--- src/rtl/mux_arb.sv ---
// Registered N-channel round-robin arbitrating multiplexer with valid/ready on every port.
// Optional packet mode keeps the grant on one channel until its last beat has transferred.
module mux_arb #(
    parameter int N      = 4,
    parameter int W      = 32,
    parameter bit PACKET = 1'b0
) (
    input  logic                clk,
    input  logic                arst_n,
    input  logic [N-1:0]        i_x_vld,
    input  logic [N-1:0][W-1:0] i_x,
    input  logic [N-1:0]        i_x_last,
    output logic [N-1:0]        o_x_rdy,
    output logic                o_y_vld,
    output logic [W-1:0]        o_y,
    output logic                o_y_last,
    output logic [N-1:0]        o_y_sel,
    input  logic                i_y_rdy,
    output logic                o_dbg_locked
);

    // Handshake: a beat moves on any port when vld and rdy are both high at a rising edge.
    // Producers must not make vld depend on rdy; o_x_rdy may depend on i_x_vld and i_y_rdy.

    typedef enum logic {
        ST_OPEN   = 1'b0,
        ST_LOCKED = 1'b1
    } lock_state_e;

    localparam logic [N-1:0] PTR_RST = N'(1);

    lock_state_e    state_q, state_d;
    logic [N-1:0]   ptr_q, ptr_d;
    logic [N-1:0]   owner_q, owner_d;
    logic           y_vld_q, y_vld_d;
    logic [W-1:0]   y_q, y_d;
    logic           y_last_q, y_last_d;
    logic [N-1:0]   y_sel_q, y_sel_d;

    logic [N-1:0]   rr_gnt;
    logic [N-1:0]   gnt;
    logic [N-1:0]   ptr_rot;
    logic           found;
    logic           accept;
    logic           xfer;
    logic [W-1:0]   sel_x;
    logic           sel_last;

    // Cyclic first-set search starting at the one-hot pointer position.
    always_comb begin
        rr_gnt = '0;
        found  = 1'b0;
        for (int off = 0; off < N; off++) begin
            for (int k = 0; k < N; k++) begin
                if (!found && ptr_q[k] && i_x_vld[(k + off) % N]) begin
                    rr_gnt[(k + off) % N] = 1'b1;
                    found                 = 1'b1;
                end
            end
        end
    end

    always_comb begin
        gnt = rr_gnt;
        if (state_q == ST_LOCKED) begin
            gnt = owner_q & i_x_vld;
        end
    end

    assign accept  = !y_vld_q || i_y_rdy;
    assign o_x_rdy = gnt & {N{accept && arst_n}};
    assign xfer    = |o_x_rdy;

    always_comb begin
        sel_x    = '0;
        sel_last = 1'b0;
        ptr_rot  = '0;
        for (int k = 0; k < N; k++) begin
            if (gnt[k]) begin
                sel_x    = sel_x | i_x[k];
                sel_last = sel_last | i_x_last[k];
            end
            ptr_rot[(k + 1) % N] = gnt[k];
        end
    end

    always_comb begin
        y_vld_d  = y_vld_q;
        y_d      = y_q;
        y_last_d = y_last_q;
        y_sel_d  = y_sel_q;
        ptr_d    = ptr_q;
        state_d  = state_q;
        owner_d  = owner_q;

        if (xfer) begin
            y_vld_d  = 1'b1;
            y_d      = sel_x;
            y_last_d = PACKET ? sel_last : 1'b0;
            y_sel_d  = gnt;
        end else if (i_y_rdy) begin
            y_vld_d  = 1'b0;
        end

        // In packet mode the pointer only advances at packet boundaries.
        if (xfer && (!PACKET || sel_last)) begin
            ptr_d = ptr_rot;
        end

        if (PACKET && xfer) begin
            if (sel_last) begin
                state_d = ST_OPEN;
            end else begin
                state_d = ST_LOCKED;
                owner_d = gnt;
            end
        end
    end

    always_ff @(posedge clk or negedge arst_n) begin
        if (!arst_n) begin
            state_q  <= ST_OPEN;
            ptr_q    <= PTR_RST;
            owner_q  <= '0;
            y_vld_q  <= 1'b0;
            y_q      <= '0;
            y_last_q <= 1'b0;
            y_sel_q  <= '0;
        end else begin
            state_q  <= state_d;
            ptr_q    <= ptr_d;
            owner_q  <= owner_d;
            y_vld_q  <= y_vld_d;
            y_q      <= y_d;
            y_last_q <= y_last_d;
            y_sel_q  <= y_sel_d;
        end
    end

    assign o_y_vld      = y_vld_q;
    assign o_y          = y_q;
    assign o_y_last     = y_last_q;
    assign o_y_sel      = y_sel_q;
    assign o_dbg_locked = (state_q == ST_LOCKED);

endmodule

--- config.mk ---
export PLATFORM = sky130hd
export DESIGN_NAME = mux_arb
export DESIGN_NICKNAME = d
export VERILOG_FILES = /design/src/rtl/mux_arb.sv
export SDC_FILE = /design/constraint.sdc
export NUM_CORES = 1
export LEC_CHECK = 0
export CORE_MARGIN = 8
export CORE_UTILIZATION = 37
export CTS_CLUSTER_DIAMETER = 120
export DETAILED_ROUTE_END_ITERATION = 10
export PLACE_DENSITY = 0.87
export SYNTH_ARGS = -nofsm -noshare
export SYNTH_HDL_FRONTEND = slang
export SYNTH_SLANG_ARGS = --single-unit
--- constraint.sdc ---
create_clock -name clk -period 3.25 [get_ports clk]
set_input_delay 0.4875 -clock clk [delete_from_list [all_inputs] [get_ports clk]]
set_output_delay 0.4875 -clock clk [all_outputs]
set_load 0.02 [all_outputs]
# After elaboration in Yosys (flattened, before gate mapping)
# Index checks and enable logic that the tools add are counted.
[word_totals]
ff_bits = 41
input_bits = 139
[classes]
muxes = 36
bitwise = 4
reduce_logical = 51
[ops]
columns = ["operator", "count"]
rows = [
  ["32-bit 2-to-1 mux", 4],
  ["32-bit bitwise OR", 3],
  ["1-bit logical AND", 32],
  ["1-bit 2-to-1 mux", 32],
  ["1-bit logical NOT", 16],
  ["4-bit AND", 1],
  ["4-bit OR reduction", 1],
  ["2-bit nonzero test", 1],
  ["1-bit logical OR", 1],
]

# Longest topological paths before layout
[logic_depth]
ltp_word = 65
ltp_mapped = 8
depth_no_buf = 6

# Least setup slack after synthesis
# OpenSTA, ideal clock, no wires.
[synth_timing]
path_kind = "input-to-reg"
start = "input port i_x_vld[1]"
end = "register y_q[0], in the netlist o_y[0]"
arrival_ps = 2356
path_slack_ps = 767
stages = 8
path_cell_list = "buf_2 > o21ai_2 > o2111ai_2 > nor4_4 > nor2_2 > a41oi_4 > buf_6 > mux2_1"
[synth_via]
elab_chain_len = 61
elab_cells_between_ends = 81
[synth_lines]
columns = ["item", "line_no", "text"]
rows = [
  ["from (decl)", "10", "input logic [N-1:0] i_x_vld,"],
  ["1-bit logical AND", "55", "if (!found && ptr_q[k] && i_x_vld[(k + off) % N]) begin"],
  ["1-bit 2-to-1 mux", "55", ""],
  ["1-bit logical NOT", "55", ""],
  ["1-bit logical AND (2 in a row)", "55", ""],
  ["1-bit 2-to-1 mux", "55", ""],
  ["1-bit logical NOT", "55", ""],
  ["1-bit logical AND (2 in a row)", "55", ""],
  ["1-bit 2-to-1 mux", "55", ""],
  ["(+41 left out)", "-", ""],
  ["1-bit logical AND (2 in a row)", "55", ""],
  ["1-bit 2-to-1 mux", "55", ""],
  ["1-bit logical NOT", "55", ""],
  ["1-bit logical AND (2 in a row)", "55", ""],
  ["1-bit 2-to-1 mux", "55", ""],
  ["32-bit 2-to-1 mux", "79", "if (gnt[k]) begin"],
  ["32-bit bitwise OR", "80", "sel_x = sel_x | i_x[k];"],
  ["32-bit 2-to-1 mux", "79", ""],
  ["to (signal assigned)", "134", "y_q <= y_d;"],
  ["to (decl)", "36", "logic [W-1:0] y_q, y_d;"],
]
# Several ways; a longest one is shown, not always the timed one.
# A chain may end at the register's enable or synchronous reset.

# Final worst setup path
[layout_timing]
start = "input port i_x_vld[0]"
end = "output port o_x_rdy[1]"
[layout_via]
elab_chain_len = 59
elab_cells_between_ends = 62
[layout_lines]
columns = ["item", "line_no", "text"]
rows = [
  ["1-bit logical AND", "55", ""],
  ["1-bit 2-to-1 mux", "55", ""],
  ["1-bit logical NOT", "55", ""],
  ["1-bit logical AND (2 in a row)", "55", ""],
  ["1-bit 2-to-1 mux", "55", ""],
  ["1-bit logical NOT", "55", ""],
  ["1-bit logical AND (2 in a row)", "55", ""],
  ["1-bit 2-to-1 mux", "55", ""],
  ["(+39 left out)", "-", ""],
  ["1-bit 2-to-1 mux", "55", ""],
  ["1-bit logical NOT", "55", ""],
  ["1-bit logical AND (2 in a row)", "55", ""],
  ["1-bit 2-to-1 mux", "55", ""],
  ["1-bit logical NOT", "55", ""],
  ["1-bit logical AND (2 in a row)", "55", ""],
  ["1-bit 2-to-1 mux *", "55", ""],
  ["4-bit AND *", "71", "assign o_x_rdy = gnt & {N{accept && arst_n}};"],
  ["to (decl)", "13", "output logic [N-1:0] o_x_rdy,"],
]
# Every way passes the cells marked *; elsewhere a longest branch is shown, timed or not.

==> summary.txt <==
Synth Area in XOR/XNOR = 0
Worst-path maximum fanout = 4
Ranking of synthesized cells by area = dfrtp_1 (34%), o21ai_0 (18%), mux2_1 (11%)
Post-CTS setup buffer count = 0
Final setup violation count = 0
Distinct cells, synth = 35
Vias/cell = 5.86
Compound-Gate Fraction of Synth Area = 0.252
DRT iter0 DRCs = 209
Number of global-route vias before repair = 3,686
Final Cell Area = 4740 µm²
N_diodes = 0
Max Slew Vio Count = 0
Via Count = 3,497
CP endpoint kind = output port
YS warnings = 0
Initial antenna violation count = 0
Worst setup path class = in -> out
Clk sink count = 38
Area delta synth->final = 71.8%
Static leakage = 1.83 nW
DRC violations left = 0
Share of the synthesized area in the top cell type = 0.336
Fin. Hold Viols = 0
Period minus WS final = 3.10 ns
RSZ-0062 raised after global routing = false
Achievable frequency = 323 MHz
Max IR drop VDD = 369 µV
Largest net degree at the start of global routing = 40
Footprint of the multi-input gates = 1630 µm²
Clock group share of total power = 0.090
Drt pass-1 iters = 5
Crit path buf inv count = 2
Delay-heaviest family, CP = buffers and inverters
Multiplexer share of the synthesized area = 0.131
Largest area contributor in the netlist = dfrtp_1
Most frequent cell after synthesis = o21ai_0
Part of the power in registers = 0.238
Max_cap viols = 0
Min-delay worst type = in -> async
Post-DP Area = 4630 µm²
Internal Pwr Total = 2.01 mW
Worst R2R Start = o_y_sel[2]
Post-detail-place hpwl = 8.76 mm
RR Endpoint = o_y[8]
Routed WL = 11.9 mm
Max clock buf depth = 2
Clock skew = 0.00455 ns
Comb pwr share = 0.672
Worst reg-to-reg setup slack = 0.81 ns
FF-to-FF path depth = 8
Req. time, crit path = 2.76 ns
Sequential fraction of the synthesis area = 0.345
PD cells = 767 nW/µm²
Num CTS Buffers = 5
Cell with the largest stage delay on the worst path = clkdlybuf4s50_1
Yosys reg bits = 38
Dominant synthesized flop cell = dfrtp_1
# rows = 31
Synthesized area per cell = 8.28 µm²
GRT overflow = 0
TritonCTS clock tree = yes
Async S/R FF share, synth = 1.00
Die footprint = 10,500 µm²
Hold Buf Count CTS = 0
Synth Area in Adders = 0
Register Area = 952 µm²
Final period utilization = 0.953
Starting density of the core = 0.380
Simple-Gate Fraction of Synth Area = 0.193
Synthesized area = 2760 µm²
Sw frac = 0.448
Commonest cells post-synth = o21ai_0 (98), dfrtp_1 (37), nand4_1 (35), nand3_1 (34), mux2_1 (26)
Final nets = 636
Crit-path max cell delay = 0.64 ns
CTS Root Cell = clkbuf_8
Layout cells sized above 1 = 0.0944
Synth Instances = 333
DIE WIDTH = 102 µm
Port Buf Inserts = 175
Core area = 7250 µm²
EDFF count, synth = 0
Clock latency on the worst-skew pair = 0.28 ns
Fin cells = 597
I/O pin cnt = 182
Routability cong. = 0.839
Final setup TNS = 0 ns
First-pass GRT wire length = 18.3 mm
Total GRT Usage = 0.219
Crit path cell chain = clkdlybuf4s50_1 > o21ai_1 > o2111ai_4 > nor3_4 > nor2_1 > nor2_1 > clkdlybuf4s50_1
Net Switching = 1.63 mW
Placed cell count = 589
H-tree levels = 2
Largest family of logic cells by synthesized area = compound AO/OA/AOI/OAI gates
Die Y-Extent = 102 µm
Critical Path Source Type = primary input
Status = complete, no violations
CP Data Arrival Time = 2.61 ns
Clock slew at reported path FFs = 0.07 ns
WL/cell = 19.9 µm
Post-route ant nets = 0
Fill cells = 595
-- metal layers --
metal	up-vias	share of wire	GRT usage	wire (µm)
li1	1573	-	-	-
met4	0	0.017	0.0779	199
met5	-	0	0	0
met3	20	0.11	0.0695	1290
met2	202	0.51	0.389	6100
met1	1702	0.36	0.239	4280
-- placed cells by master, fill, tap and decap left out, types with 2 or more instances in the layout --
| cell | count |
|---|---|
| a22oi_1 | 2 |
| buf_4 | 17 |
| nand2_1 | 11 |
| nand4_1 | 35 |
| nand3_1 | 34 |
| nor2_1 | 8 |
| clkbuf_8 | 6 |
| mux2_2 | 6 |
| a21oi_1 | 2 |
| inv_1 | 5 |
| mux2_1 | 26 |
| buf_12 | 2 |
| clkdlybuf4s50_1 | 173 |
| o22ai_1 | 5 |
| a21oi_2 | 2 |
| o21ai_0 | 98 |
| a21boi_0 | 2 |
| o21ai_2 | 2 |
| o211ai_1 | 2 |
| conb_1 | 2 |
| dfrtp_1 | 37 |
| nor3_4 | 2 |
-- stage by stage --
| step | hold slack (ns) | power [mW] | setup WS (ns) | utilization |
|---|---|---|---|---|
| after CTS | 0.301 | 3.64 | 0.0590 | 0.651 |
| after detailed placement | 0.474 | 3.30 | 0.0738 | 0.639 |
| after global placement | 0.466 | 3.21 | 0.134 | 0.639 |
| after floorplan | 0.192 | 2.24 | 0.767 | - |
| after global routing | 0.328 | 3.87 | 0.0561 | 0.653 |
| final | 0.293 | 3.63 | 0.152 | 0.653 |
-- timing repair --
| action | in CTS | in global routing |
|---|---|---|
| resized for setup | 0 | 2 |
| setup endpoints to repair | 0 | 2 |
| hold endpoints to repair | 0 | 0 |
-- state kept, by name (all words and copies together) (netlist names) --
signal   count
o_y         32
ptr_q        3
o_y_sel      2
o_y_vld      1
-- how the worst max path moves through the flow --
stage	depth (start not counted)	startpoint	end	slack, ns
floorplan	8	i_x_vld[1]	o_y[0]	0.77
global placement	7	i_x_vld[0]	o_x_rdy[3]	0.13
detailed placement	7	i_x_vld[0]	o_x_rdy[3]	0.07
CTS	7	i_x_vld[0]	o_x_rdy[3]	0.06
global route	7	i_x_vld[0]	o_x_rdy[1]	0.06
finish	7	i_x_vld[0]	o_x_rdy[1]	0.15
-- layout make-up --
type / instances / area share
Clock buffer: 7 / 0.0182
Multi-Input combinational cell: 253 / 0.345
Timing Repair Buffer: 194 / 0.405
Tap cell: 99 / 0.0261
Clock inverter: 1 / 0.00106
Sequential cell: 38 / 0.201
Inverter: 5 / 0.00396
-- worst reg2reg max path, cell delays in order (launching register included) --
cell and delay, ns:
dfrtp_1 0.49, o21ai_1 0.20, o2111ai_4 0.25, nor4_4 0.35, nor2_2 0.08, buf_4 0.16, a41oi_4 0.24, buf_12 0.20
mux2_1 0.35
-- logic make-up (layout without fill, tap and decap cells) --
family	count (synthesis)	in the layout
AO/OA/AOI/OAI	123	123
buffers and inverters	43	207
flip-flops	38	38
multiplexers	32	32
other	1	2
AND/OR/NAND/NOR	96	96
-- power groups by stage --
stage	logic [mW]	clock network [mW]	registers, mW
floorplan	1.17	0	1.07
global route	2.61	0.362	0.901
global placement	2.36	0	0.853
detailed placement	2.43	0	0.870
finish	2.44	0.327	0.867
CTS	2.44	0.340	0.864
No activity file was read; power rests on OpenSTA's default activity.
